[src/rtl/wb_port_arbiter_pkg.sv]
// Shared types and constants for the writeback port arbiter.
// Imported by the interface, the picker and the arbiter top.
package wb_port_arbiter_pkg;

  localparam int N_WB_FU     = 4;
  localparam int WB_MAX_WAIT = 8;
  localparam int WB_DATA_W   = 32;
  localparam int WAIT_W      = 4;

  function automatic int idx_w(input int n);
    return (n > 1) ? $clog2(n) : 1;
  endfunction

  typedef logic [idx_w(N_WB_FU)-1:0] fu_idx_t;

  typedef struct packed {
    logic [4:0]           rd;
    logic [WB_DATA_W-1:0] data;
    logic                 spec;
  } fu_wb_req_t;

endpackage

[src/rtl/wb_port_arbiter_if.sv]
// FU completion side and writeback side of the arbiter.
// master is the arbiter, slave is the surrounding pipeline.
interface wb_port_arbiter_if
  import wb_port_arbiter_pkg::*;
#(
  parameter int N_FU   = N_WB_FU,
  parameter int DATA_W = WB_DATA_W,
  parameter int IW     = idx_w(N_FU)
);

  logic [N_FU-1:0]             fu_req;
  logic [N_FU-1:0][4:0]        fu_rd;
  logic [N_FU-1:0][DATA_W-1:0] fu_data;
  logic [N_FU-1:0]             fu_spec;
  logic [N_FU-1:0]             fu_ack;
  logic                        branch_miss;
  logic                        branch_resolved;
  logic                        wb_ready;
  logic                        wb_valid;
  logic [4:0]                  wb_rd;
  logic [DATA_W-1:0]           wb_data;
  logic [IW-1:0]               wb_fu;
  logic                        wb_spec;

  modport master (
    input  fu_req, fu_rd, fu_data, fu_spec,
    input  branch_miss, branch_resolved, wb_ready,
    output fu_ack, wb_valid, wb_rd, wb_data,
    output wb_fu, wb_spec
  );

  modport slave (
    output fu_req, fu_rd, fu_data, fu_spec,
    output branch_miss, branch_resolved, wb_ready,
    input  fu_ack, wb_valid, wb_rd, wb_data,
    input  wb_fu, wb_spec
  );

endinterface

[src/rtl/wb_port_arbiter_rr_picker.sv]
// Combinational round-robin picker with a priority override.
// Priority bits win lowest-index first, else first req at/after ptr.
module wb_port_arbiter_rr_picker
  import wb_port_arbiter_pkg::*;
#(
  parameter int N  = N_WB_FU,
  parameter int IW = idx_w(N)
) (
  input  logic [N-1:0]  req,
  input  logic [N-1:0]  pri,
  input  logic [IW-1:0] ptr,
  output logic [N-1:0]  grant,
  output logic [IW-1:0] idx,
  output logic          any
);

  logic [IW-1:0] cand [N];

  // candidate order: ptr, ptr+1, ... wrapping at N
  always_comb begin
    for (int k = 0; k < N; k++) begin
      cand[k] = IW'((int'(ptr) + k) % N);
    end
  end

  // pick the winner; loops run high to low so the earliest hit sticks
  always_comb begin
    grant = '0;
    idx   = '0;
    any   = |req;
    if (|pri) begin
      for (int i = N - 1; i >= 0; i--) begin
        if (pri[i]) idx = IW'(i);
      end
    end else begin
      for (int k = N - 1; k >= 0; k--) begin
        if (req[cand[k]]) idx = cand[k];
      end
    end
    if (any) grant[idx] = 1'b1;
  end

endmodule

[src/rtl/wb_port_arbiter.sv]
// Shares the single register-file writeback port among the FUs.
// Round-robin with starvation guard, one-entry output register, flush.
module wb_port_arbiter
  import wb_port_arbiter_pkg::*;
#(
  parameter int N_FU     = N_WB_FU,
  parameter int MAX_WAIT = WB_MAX_WAIT,
  parameter int DATA_W   = WB_DATA_W,
  parameter int IW       = idx_w(N_FU)
) (
  input logic            CLK,
  input logic            nRST,
  wb_port_arbiter_if.master bus
);

  typedef struct packed {
    logic              valid;
    logic [4:0]        rd;
    logic [DATA_W-1:0] data;
    logic [IW-1:0]     fu;
    logic              spec;
  } wb_t;

  wb_t               wb_q;
  logic [IW-1:0]     rr_ptr;
  logic [IW-1:0]     ptr_nxt;
  logic [IW-1:0]     g_idx;
  logic [N_FU-1:0]   elig;
  logic [N_FU-1:0]   pri;
  logic [N_FU-1:0]   grant;
  logic [N_FU-1:0]   ack;
  logic              any;
  logic              squash;
  logic              free;
  logic              take;
  logic [WAIT_W-1:0] wait_cnt [N_FU];

  assign elig = bus.fu_req
              & ~(bus.fu_spec & {N_FU{bus.branch_miss}});

  // requesters refused for too long jump the round-robin order
  always_comb begin
    pri = '0;
    for (int i = 0; i < N_FU; i++) begin
      pri[i] = elig[i]
             && (wait_cnt[i] >= WAIT_W'(MAX_WAIT));
    end
  end

  wb_port_arbiter_rr_picker #(
    .N  (N_FU),
    .IW (IW)
  ) u_pick (
    .req   (elig),
    .pri   (pri),
    .ptr   (rr_ptr),
    .grant (grant),
    .idx   (g_idx),
    .any   (any)
  );

  assign squash  = bus.branch_miss & wb_q.valid & wb_q.spec;
  assign free    = ~wb_q.valid | bus.wb_ready | squash;
  assign take    = nRST & free & any;
  assign ack     = take ? grant : '0;
  assign ptr_nxt = (g_idx == IW'(N_FU - 1)) ? '0 : g_idx + 1'b1;

  // output register: load on grant, else drain, squash or resolve
  always_ff @(posedge CLK) begin
    if (!nRST) begin
      wb_q   <= '0;
      rr_ptr <= '0;
    end else if (take) begin
      wb_q <= '{valid: 1'b1,
                rd:    bus.fu_rd[g_idx],
                data:  bus.fu_data[g_idx],
                fu:    g_idx,
                spec:  bus.fu_spec[g_idx]};
      rr_ptr <= ptr_nxt;
    end else begin
      if (wb_q.valid & (bus.wb_ready | squash))
        wb_q.valid <= 1'b0;
      if (bus.branch_resolved & ~bus.branch_miss)
        wb_q.spec <= 1'b0;
    end
  end

  // per-FU refusal counters, saturating
  always_ff @(posedge CLK) begin
    for (int i = 0; i < N_FU; i++) begin
      if (!nRST || !bus.fu_req[i] || ack[i])
        wait_cnt[i] <= '0;
      else if (wait_cnt[i] != '1)
        wait_cnt[i] <= wait_cnt[i] + 1'b1;
    end
  end

  assign bus.fu_ack   = ack;
  assign bus.wb_valid = wb_q.valid;
  assign bus.wb_rd    = wb_q.rd;
  assign bus.wb_data  = wb_q.data;
  assign bus.wb_fu    = wb_q.fu;
  assign bus.wb_spec  = wb_q.spec;

endmodule
[src/flat_wrapper.sv]
// flat-port wrapper written by rule: the top's interface ports become plain ports
module wb_port_arbiter_flat import wb_port_arbiter_pkg::*;
#(
  parameter int N_FU     = N_WB_FU,
  parameter int MAX_WAIT = WB_MAX_WAIT,
  parameter int DATA_W   = WB_DATA_W,
  parameter int IW       = idx_w(N_FU)
)
  (CLK, nRST, bus_fu_req, bus_fu_rd, bus_fu_data, bus_fu_spec, bus_branch_miss, bus_branch_resolved, bus_wb_ready, bus_fu_ack, bus_wb_valid, bus_wb_rd, bus_wb_data, bus_wb_fu, bus_wb_spec);
  wb_port_arbiter_if #(.N_FU(N_FU), .DATA_W(DATA_W), .IW(IW)) bus_i ();
  input logic CLK;
  input logic nRST;
  input wire logic [$bits(bus_i.fu_req)-1:0] bus_fu_req;
  input wire logic [$bits(bus_i.fu_rd)-1:0] bus_fu_rd;
  input wire logic [$bits(bus_i.fu_data)-1:0] bus_fu_data;
  input wire logic [$bits(bus_i.fu_spec)-1:0] bus_fu_spec;
  input wire logic [$bits(bus_i.branch_miss)-1:0] bus_branch_miss;
  input wire logic [$bits(bus_i.branch_resolved)-1:0] bus_branch_resolved;
  input wire logic [$bits(bus_i.wb_ready)-1:0] bus_wb_ready;
  output wire logic [$bits(bus_i.fu_ack)-1:0] bus_fu_ack;
  output wire logic [$bits(bus_i.wb_valid)-1:0] bus_wb_valid;
  output wire logic [$bits(bus_i.wb_rd)-1:0] bus_wb_rd;
  output wire logic [$bits(bus_i.wb_data)-1:0] bus_wb_data;
  output wire logic [$bits(bus_i.wb_fu)-1:0] bus_wb_fu;
  output wire logic [$bits(bus_i.wb_spec)-1:0] bus_wb_spec;
  assign bus_i.fu_req = bus_fu_req;
  assign bus_i.fu_rd = bus_fu_rd;
  assign bus_i.fu_data = bus_fu_data;
  assign bus_i.fu_spec = bus_fu_spec;
  assign bus_i.branch_miss = bus_branch_miss;
  assign bus_i.branch_resolved = bus_branch_resolved;
  assign bus_i.wb_ready = bus_wb_ready;
  assign bus_fu_ack = bus_i.fu_ack;
  assign bus_wb_valid = bus_i.wb_valid;
  assign bus_wb_rd = bus_i.wb_rd;
  assign bus_wb_data = bus_i.wb_data;
  assign bus_wb_fu = bus_i.wb_fu;
  assign bus_wb_spec = bus_i.wb_spec;
  wb_port_arbiter #(.N_FU(N_FU), .MAX_WAIT(MAX_WAIT), .DATA_W(DATA_W), .IW(IW)) u_core (.CLK(CLK), .nRST(nRST), .bus(bus_i));
endmodule
[config.mk]
export PLATFORM = sky130hd
export DESIGN_NAME = wb_port_arbiter_flat
export DESIGN_NICKNAME = d
export VERILOG_FILES = /design/src/rtl/wb_port_arbiter_pkg.sv /design/src/rtl/wb_port_arbiter_if.sv /design/src/rtl/wb_port_arbiter_rr_picker.sv /design/src/rtl/wb_port_arbiter.sv /design/src/flat_wrapper.sv
export SDC_FILE = /design/constraint.sdc
export NUM_CORES = 1
export LEC_CHECK = 0
export CORE_ASPECT_RATIO = 0.8
export CORE_UTILIZATION = 35
export CTS_BUF_LIST = sky130_fd_sc_hd__clkbuf_16
export DETAILED_ROUTE_END_ITERATION = 12
export PLACE_DENSITY = 0.74
export SETUP_SLACK_MARGIN = 0.1
export SLEW_MARGIN = 20
export SYNTH_ARGS = -nofsm -noshare
export SYNTH_HDL_FRONTEND = slang
export SYNTH_SLANG_ARGS = --single-unit
[constraint.sdc]
create_clock -name CLK -period 7.9 [get_ports CLK]
set_input_delay 0.79 -clock CLK [delete_from_list [all_inputs] [get_ports CLK]]
set_output_delay 0.79 -clock CLK [all_outputs]
set_load 0.05 [all_outputs]
### After elaboration in Yosys (flattened, before gate mapping)

Memory sizes are Yosys's and may differ from the RTL's.
Index checks and enable logic that the tools add are counted.

* register bits: 43
* latch bits: 0
* bits in writable memories: 16
* ROM bits: 0
* input port bits: 161
* word-level logic and storage cells: 126
* memories: 1

Memories
* u_core.wait_cnt: depth 4, bits a word 4, read ports 4, clocked after Yosys merged registers in 0, wr ports 4, RTL line wb_port_arbiter.sv:36 `logic [WAIT_W-1:0] wait_cnt [N_FU];`

* add/subtract/negate cells: 8
* $mul: 0
* divide/modulo/power cells: 0
* magnitude comparators: 10
* eq/ne operators: 5
* shifts and indexed selects: 0
* mux-type cells: 56
* bitwise gates (word level): 18
* reduce and logical (&&, ||, !) cells: 22

Operator list (number)
* binary-select mux 32 bit (select 2 bit): 1
* two-way mux 32 bit: 1
* two-way mux 1 bit: 30
* two-way mux 4 bit: 6
* two-way mux 2 bit: 10
* adder 4 x 1 -> 4 bit (second input constant): 4
* >= comparator 4 bit (second input constant): 4
* inequality test 4 bit (second input constant): 4
* < comparator 2 x 3 -> 1 bit (second input constant): 5
* binary-select mux 1 bit (select 2 bit): 5
* binary-select mux 5 bit (select 2 bit): 1
* AND 4 bit: 2
* logical OR 1 bit: 8
* OR reduction 4 bit: 2
* OR 1 bit: 7
* AND 1 bit: 6
* logical AND 1 bit: 5
* logical NOT 1 bit: 5
* two-way mux 5 bit: 1
* adder 2 x 1 -> 2 bit (second input constant): 2
* adder 2 bit (second input constant): 2
* NOT 4 bit: 1
* nonzero test 2 bit: 2
* demux 1 bit (select 2 bit): 1
* 3 further kinds: 4

### Depth between registers and ports, before layout

* word-level depth: 20
* gate-level depth with buffers: 14
* depth with buffers taken out: 11

### Hierarchy

From an unflattened synthesis, not the netlist that was laid out.

* cell total of the unflattened synthesis: 360
* area total of the unflattened synthesis: 3601.0 µm²

Modules (own cells, without submodules)
* wb_port_arbiter: instances 1, cells each 334, area an instance 3403.3 µm², sequential area each 1341.3 µm²
* wb_port_arbiter_rr_picker: instances 1, cells each 26, area an instance 197.7 µm², sequential area each 0.0 µm²

### Worst setup path before layout

OpenSTA, ideal clock, no wires.

* path kind: in2reg
* start: input bus_branch_miss
* end: memory u_core.wait_cnt[3][0], in the netlist u_core.wait_cnt[1][4] (enable)
* setup time: 0.273 ns
* arrival: 3.447 ns
* slack: 4.180 ns
* stages on the path: 13
* path through: buf_6 a21boi_2 o21ai_1 a32oi_1 nand3b_1 mux2i_4 buf_6 buf_4 inv_1 ha_1 and3_1 nand3b_1 or3_1

RTL lines
* start: declaration: RTL line flat_wrapper.sv:17 `input wire logic [$bits(bus_i.branch_miss)-1:0] bus_branch_miss;`
* end: declaration: RTL line wb_port_arbiter.sv:36

### Worst setup path after layout

* start: input bus_branch_miss
* end: output bus_fu_ack[1]

* longest elaborated chain between the ends: 16
* elaborated cells between the ends (all ways): 38

RTL lines
* AND 4 bit: RTL line wb_port_arbiter.sv:39 `& ~(bus.fu_spec & {N_FU{bus.branch_miss}});`
* NOT 4 bit: RTL line wb_port_arbiter.sv:39
* AND 4 bit: RTL line wb_port_arbiter.sv:39
* binary-select mux 1 bit (select 2 bit): RTL line wb_port_arbiter_rr_picker.sv:37 `if (req[cand[k]]) idx = cand[k];`
* two-way mux 1 bit (implied by the code): RTL line wb_port_arbiter_rr_picker.sv:37
* two-way mux 2 bit (4 in a row): RTL line wb_port_arbiter_rr_picker.sv:37
* two-way mux 2 bit: RTL line wb_port_arbiter_rr_picker.sv:31 `if (|pri) begin`
* < comparator 2 x 3 -> 1 bit (implied by the code) or >= comparator 2 x 1 -> 1 bit (tied branches): RTL line wb_port_arbiter_rr_picker.sv:40 `if (any) grant[idx] = 1'b1;`
* logical AND 1 bit (implied by the code): RTL line wb_port_arbiter_rr_picker.sv:40
* two-way mux 1 bit (implied by the code): RTL line wb_port_arbiter_rr_picker.sv:40
* demux 1 bit (select 2 bit): RTL line wb_port_arbiter_rr_picker.sv:40
* two-way mux 4 bit: RTL line wb_port_arbiter_rr_picker.sv:40
* two-way mux 4 bit *: RTL line wb_port_arbiter.sv:65 `assign ack = take ? grant : '0;`
* end: declaration: RTL line flat_wrapper.sv:20 `output wire logic [$bits(bus_i.fu_ack)-1:0] bus_fu_ack;`

Mark *: on every way between the ends. The rest lies on a longest branch, timed or not. The select of a mux whose other input is x is not followed.

==> metrics.cfg <==
[status]
outcome = completed

[logic_synthesis]
synth_top_area_share = 0.216
synthCells = 437
ys_warn_count = 0
avgSynthCellArea_sq_um = 9.13
syn-num-nets = 610
synth-edff-count = 16
synth-seq-cells = 59
seq_area_frac_synth = 0.336
synthArstFlopShare = 0
synth.distinct_cells = 41
synthesis.area_sq_um = 3990
ys_top_cells_by_area = dfxtp_1 22%, mux2i_1 14%, edfxtp_1 12%
synth_top_flop_cell = dfxtp_1
synth_largest_area_cell = dfxtp_1

[cts]
numCtsBuffers = 9
cts_tree = yes
cts_sinks = 59
cts_max_level = 3
clock-root-buffer = clkbuf_16
clkLatencyLatePin_ns = 0.32
clock_path_buffers = 2
postCtsSetupBuffers = 0
holdBufCountCts = 0
clkTransAtPathRegs_ns = 0.05
cts_resized = 0

[route]
drt_iter0_markers = 174
via_count = 3939
dr.pass1.iters = 4
wire_per_inst_microns = 15.1
ant_nets = 0
viasPerCell = 5.06
drt_wl_total_microns = 11800
route.detailed.drc = 0

[grt]
antenna_found_initial = 0
grt-ovfl-total = 0
grt_max_degree = 47
track_usage = 0.201
grt_first_pass_wirelength_microns = 18900
grt_pass1_vias = 3938

[setup_path]
worst_path_most_repeated_cell = clkdlybuf4s50_1
path_class = input pin to primary output
rr_startpoint = u_core.wait_cnt[0][3]$_SDFFCE_PN0P_
critPathBufInv = 3
rr_endpoint = u_core.wait_cnt[0][3]$_SDFFCE_PN0P_
startpoint_type = input pin
r2r_slack_ns = 4.57
cp_cell_sequence = clkdlybuf4s50_1 > a21boi_1 > and2_1 > a21oi_1 > a21o_1 > inv_1 > ha_1 > and3_1 > clkdlybuf4s50_1
crit_path_top_delay_cell = a21o_1
r2r_cells = 8
cp-end-kind = primary output
path_delay_family = buffers and inverters
crit_required_ns = 7.11
worst_ep_arrival_time_ns = 4.30
slowest_delay_ns = 0.76
worstPathMaxFanout = 37

[finish]
final_nets = 803
multiInputGateArea_sq_um = 2430
drive_gt1_frac = 0.0757
syn_to_final_growth_pct = 59.2
regArea_sq_um = 1340
n_fill_cell = 975
n_antenna_cell = 0

[floorplanning]
fp.dieH_microns = 97.5
dieArea_sq_um = 11800
start_util = 0.364
num_io_pins = 206
chipWidth_microns = 121
floorplan.rows = 34
core-area_sq_um = 11000

[power]
power.density_nw_per_um2 = 243
leakage_nw = 2.68
finalPower_mw = 1.55
vdd_ir_drop_max_mv = 0.176

[place]
gp_congestion = 0.805
dp_hpwl_microns = 8870
io_buffers = 205

[sta]
rsz0062_at_grt = no
hold_viol = 0
layout_worst_path_cycle_share = 0.645
min_period_ns = 5.09
fmax_ghz = 0.196
setup_viol = 0
maxSlewViolCount = 0
worst_pin_slew_ns = 1.06
finClkSkew_ns = 0.00635
max_slew_margin = 0.293
setup_tns_ns = 0

[min_path]
hp-start = u_core.bus.wb_fu[1]$_SDFFE_PN0P_
hold_end = u_core.bus.wb_fu[1]$_SDFFE_PN0P_
holdPathStages = 1
min_path_type = flop to flop

[job]
drv_cap = 0

==> cell usage after synthesis, types with 4 or more instances <==
library cell  instances
xnor2_1               4
or4_1                 5
a221o_1              21
nand2_1              72
clkbuf_1             17
nor2_1               11
or3_1                 4
o211ai_1             18
edfxtp_1             16
nand3b_1              5
a21oi_1              14
buf_6                 4
ha_1                 12
o21ai_0              11
mux2_2               21
dfxtp_1              43
a31oi_1               6
mux2i_1              55
and2_1               10
inv_1                18
and3_1               39
==> flip-flops by register name (all words and copies together), names as in the netlist <==
register and cells:
u_core.bus.wb_data 32, u_core.wait_cnt 16, u_core.rr_ptr 2, u_core.bus.wb_rd 5, u_core.bus.wb_valid 1, u_core.bus.wb_fu 2
u_core.bus.wb_spec 1
==> cells by family (layout without fill, tap and decap cells) <==
group	Yosys count	after routing	synth area share
adder cells (fa/ha/maj)	12	12	0.0376
AND/OR/NAND/NOR	154	154	0.191
flip-flops	59	59	0.336
XOR/XNOR	4	4	0.00878
AO/OA/AOI/OAI	86	86	0.163
buffers and inverters	45	242	0.0602
multiplexers	77	77	0.203
==> stage by stage <==
step            util  worst slack, ns  cell area [sq um]  instances  hold slack, ns
2_1_floorplan      -             4.18               3990        437           0.491
3_3_place_gp   0.556             2.89               6100        763           0.436
3_5_place_dp   0.556             2.80               6100        763           0.444
4_1_cts        0.579             2.78               6350        778           0.455
5_1_grt        0.579             2.50               6350        778           0.479
6_report       0.579             2.81               6350        778           0.451
==> worst max-delay path by stage <==
stage / start / slack [ns] / cells after the start / end
floorplan: bus_branch_miss / 4.18 / 13 / u_core.wait_cnt[1][4]$_SDFFCE_PN0P_
global placement: bus_branch_miss / 2.89 / 9 / bus_fu_ack[1]
detailed placement: bus_branch_miss / 2.80 / 9 / bus_fu_ack[1]
CTS: bus_branch_miss / 2.78 / 9 / bus_fu_ack[1]
global route: bus_branch_miss / 2.50 / 9 / bus_fu_ack[1]
finish: bus_branch_miss / 2.81 / 9 / bus_fu_ack[1]
==> cell usage in the layout (no fill, tap or decap), drive strengths merged, types with 5 or more instances in the layout <==
master,count
nor2,11
o211ai,18
mux2,21
and3,39
a21boi,5
clkdlybuf4s50,205
a221o,21
a31oi,6
and2,10
dfxtp,43
ha,12
a21oi,14
inv,20
mux2i,56
nand2,72
or4,5
clkbuf,9
o21ai,13
edfxtp,16
nand3b,5
==> routing by layer <==
metal / global-route usage / wire [microns]
met1: 0.237 / 5080
met5: 0 / 0
met3: 0.0681 / 982
met2: 0.349 / 5620
met4: 0.0446 / 68
==> area by class of cell <==
type / count / area share
inverter: 18 / 0.0106
timing repair buffer: 209 / 0.328
clock buffer: 9 / 0.0355
clock inverter: 6 / 0.00394
sequential: 59 / 0.211
multi-input combinational: 333 / 0.383
tap: 144 / 0.0284
==> power by group <==
| part | internal (mW) | leakage (nW) | switching (mW) | total [mW] |
|---|---|---|---|---|
| Combinational | 0.337 | 1.99 | 0.456 | 0.793 |
| Sequential | 0.378 | 0.551 | 0.0403 | 0.418 |
| Clock | 0.204 | 0.131 | 0.130 | 0.335 |
Power figures use the tool's default switching activity.
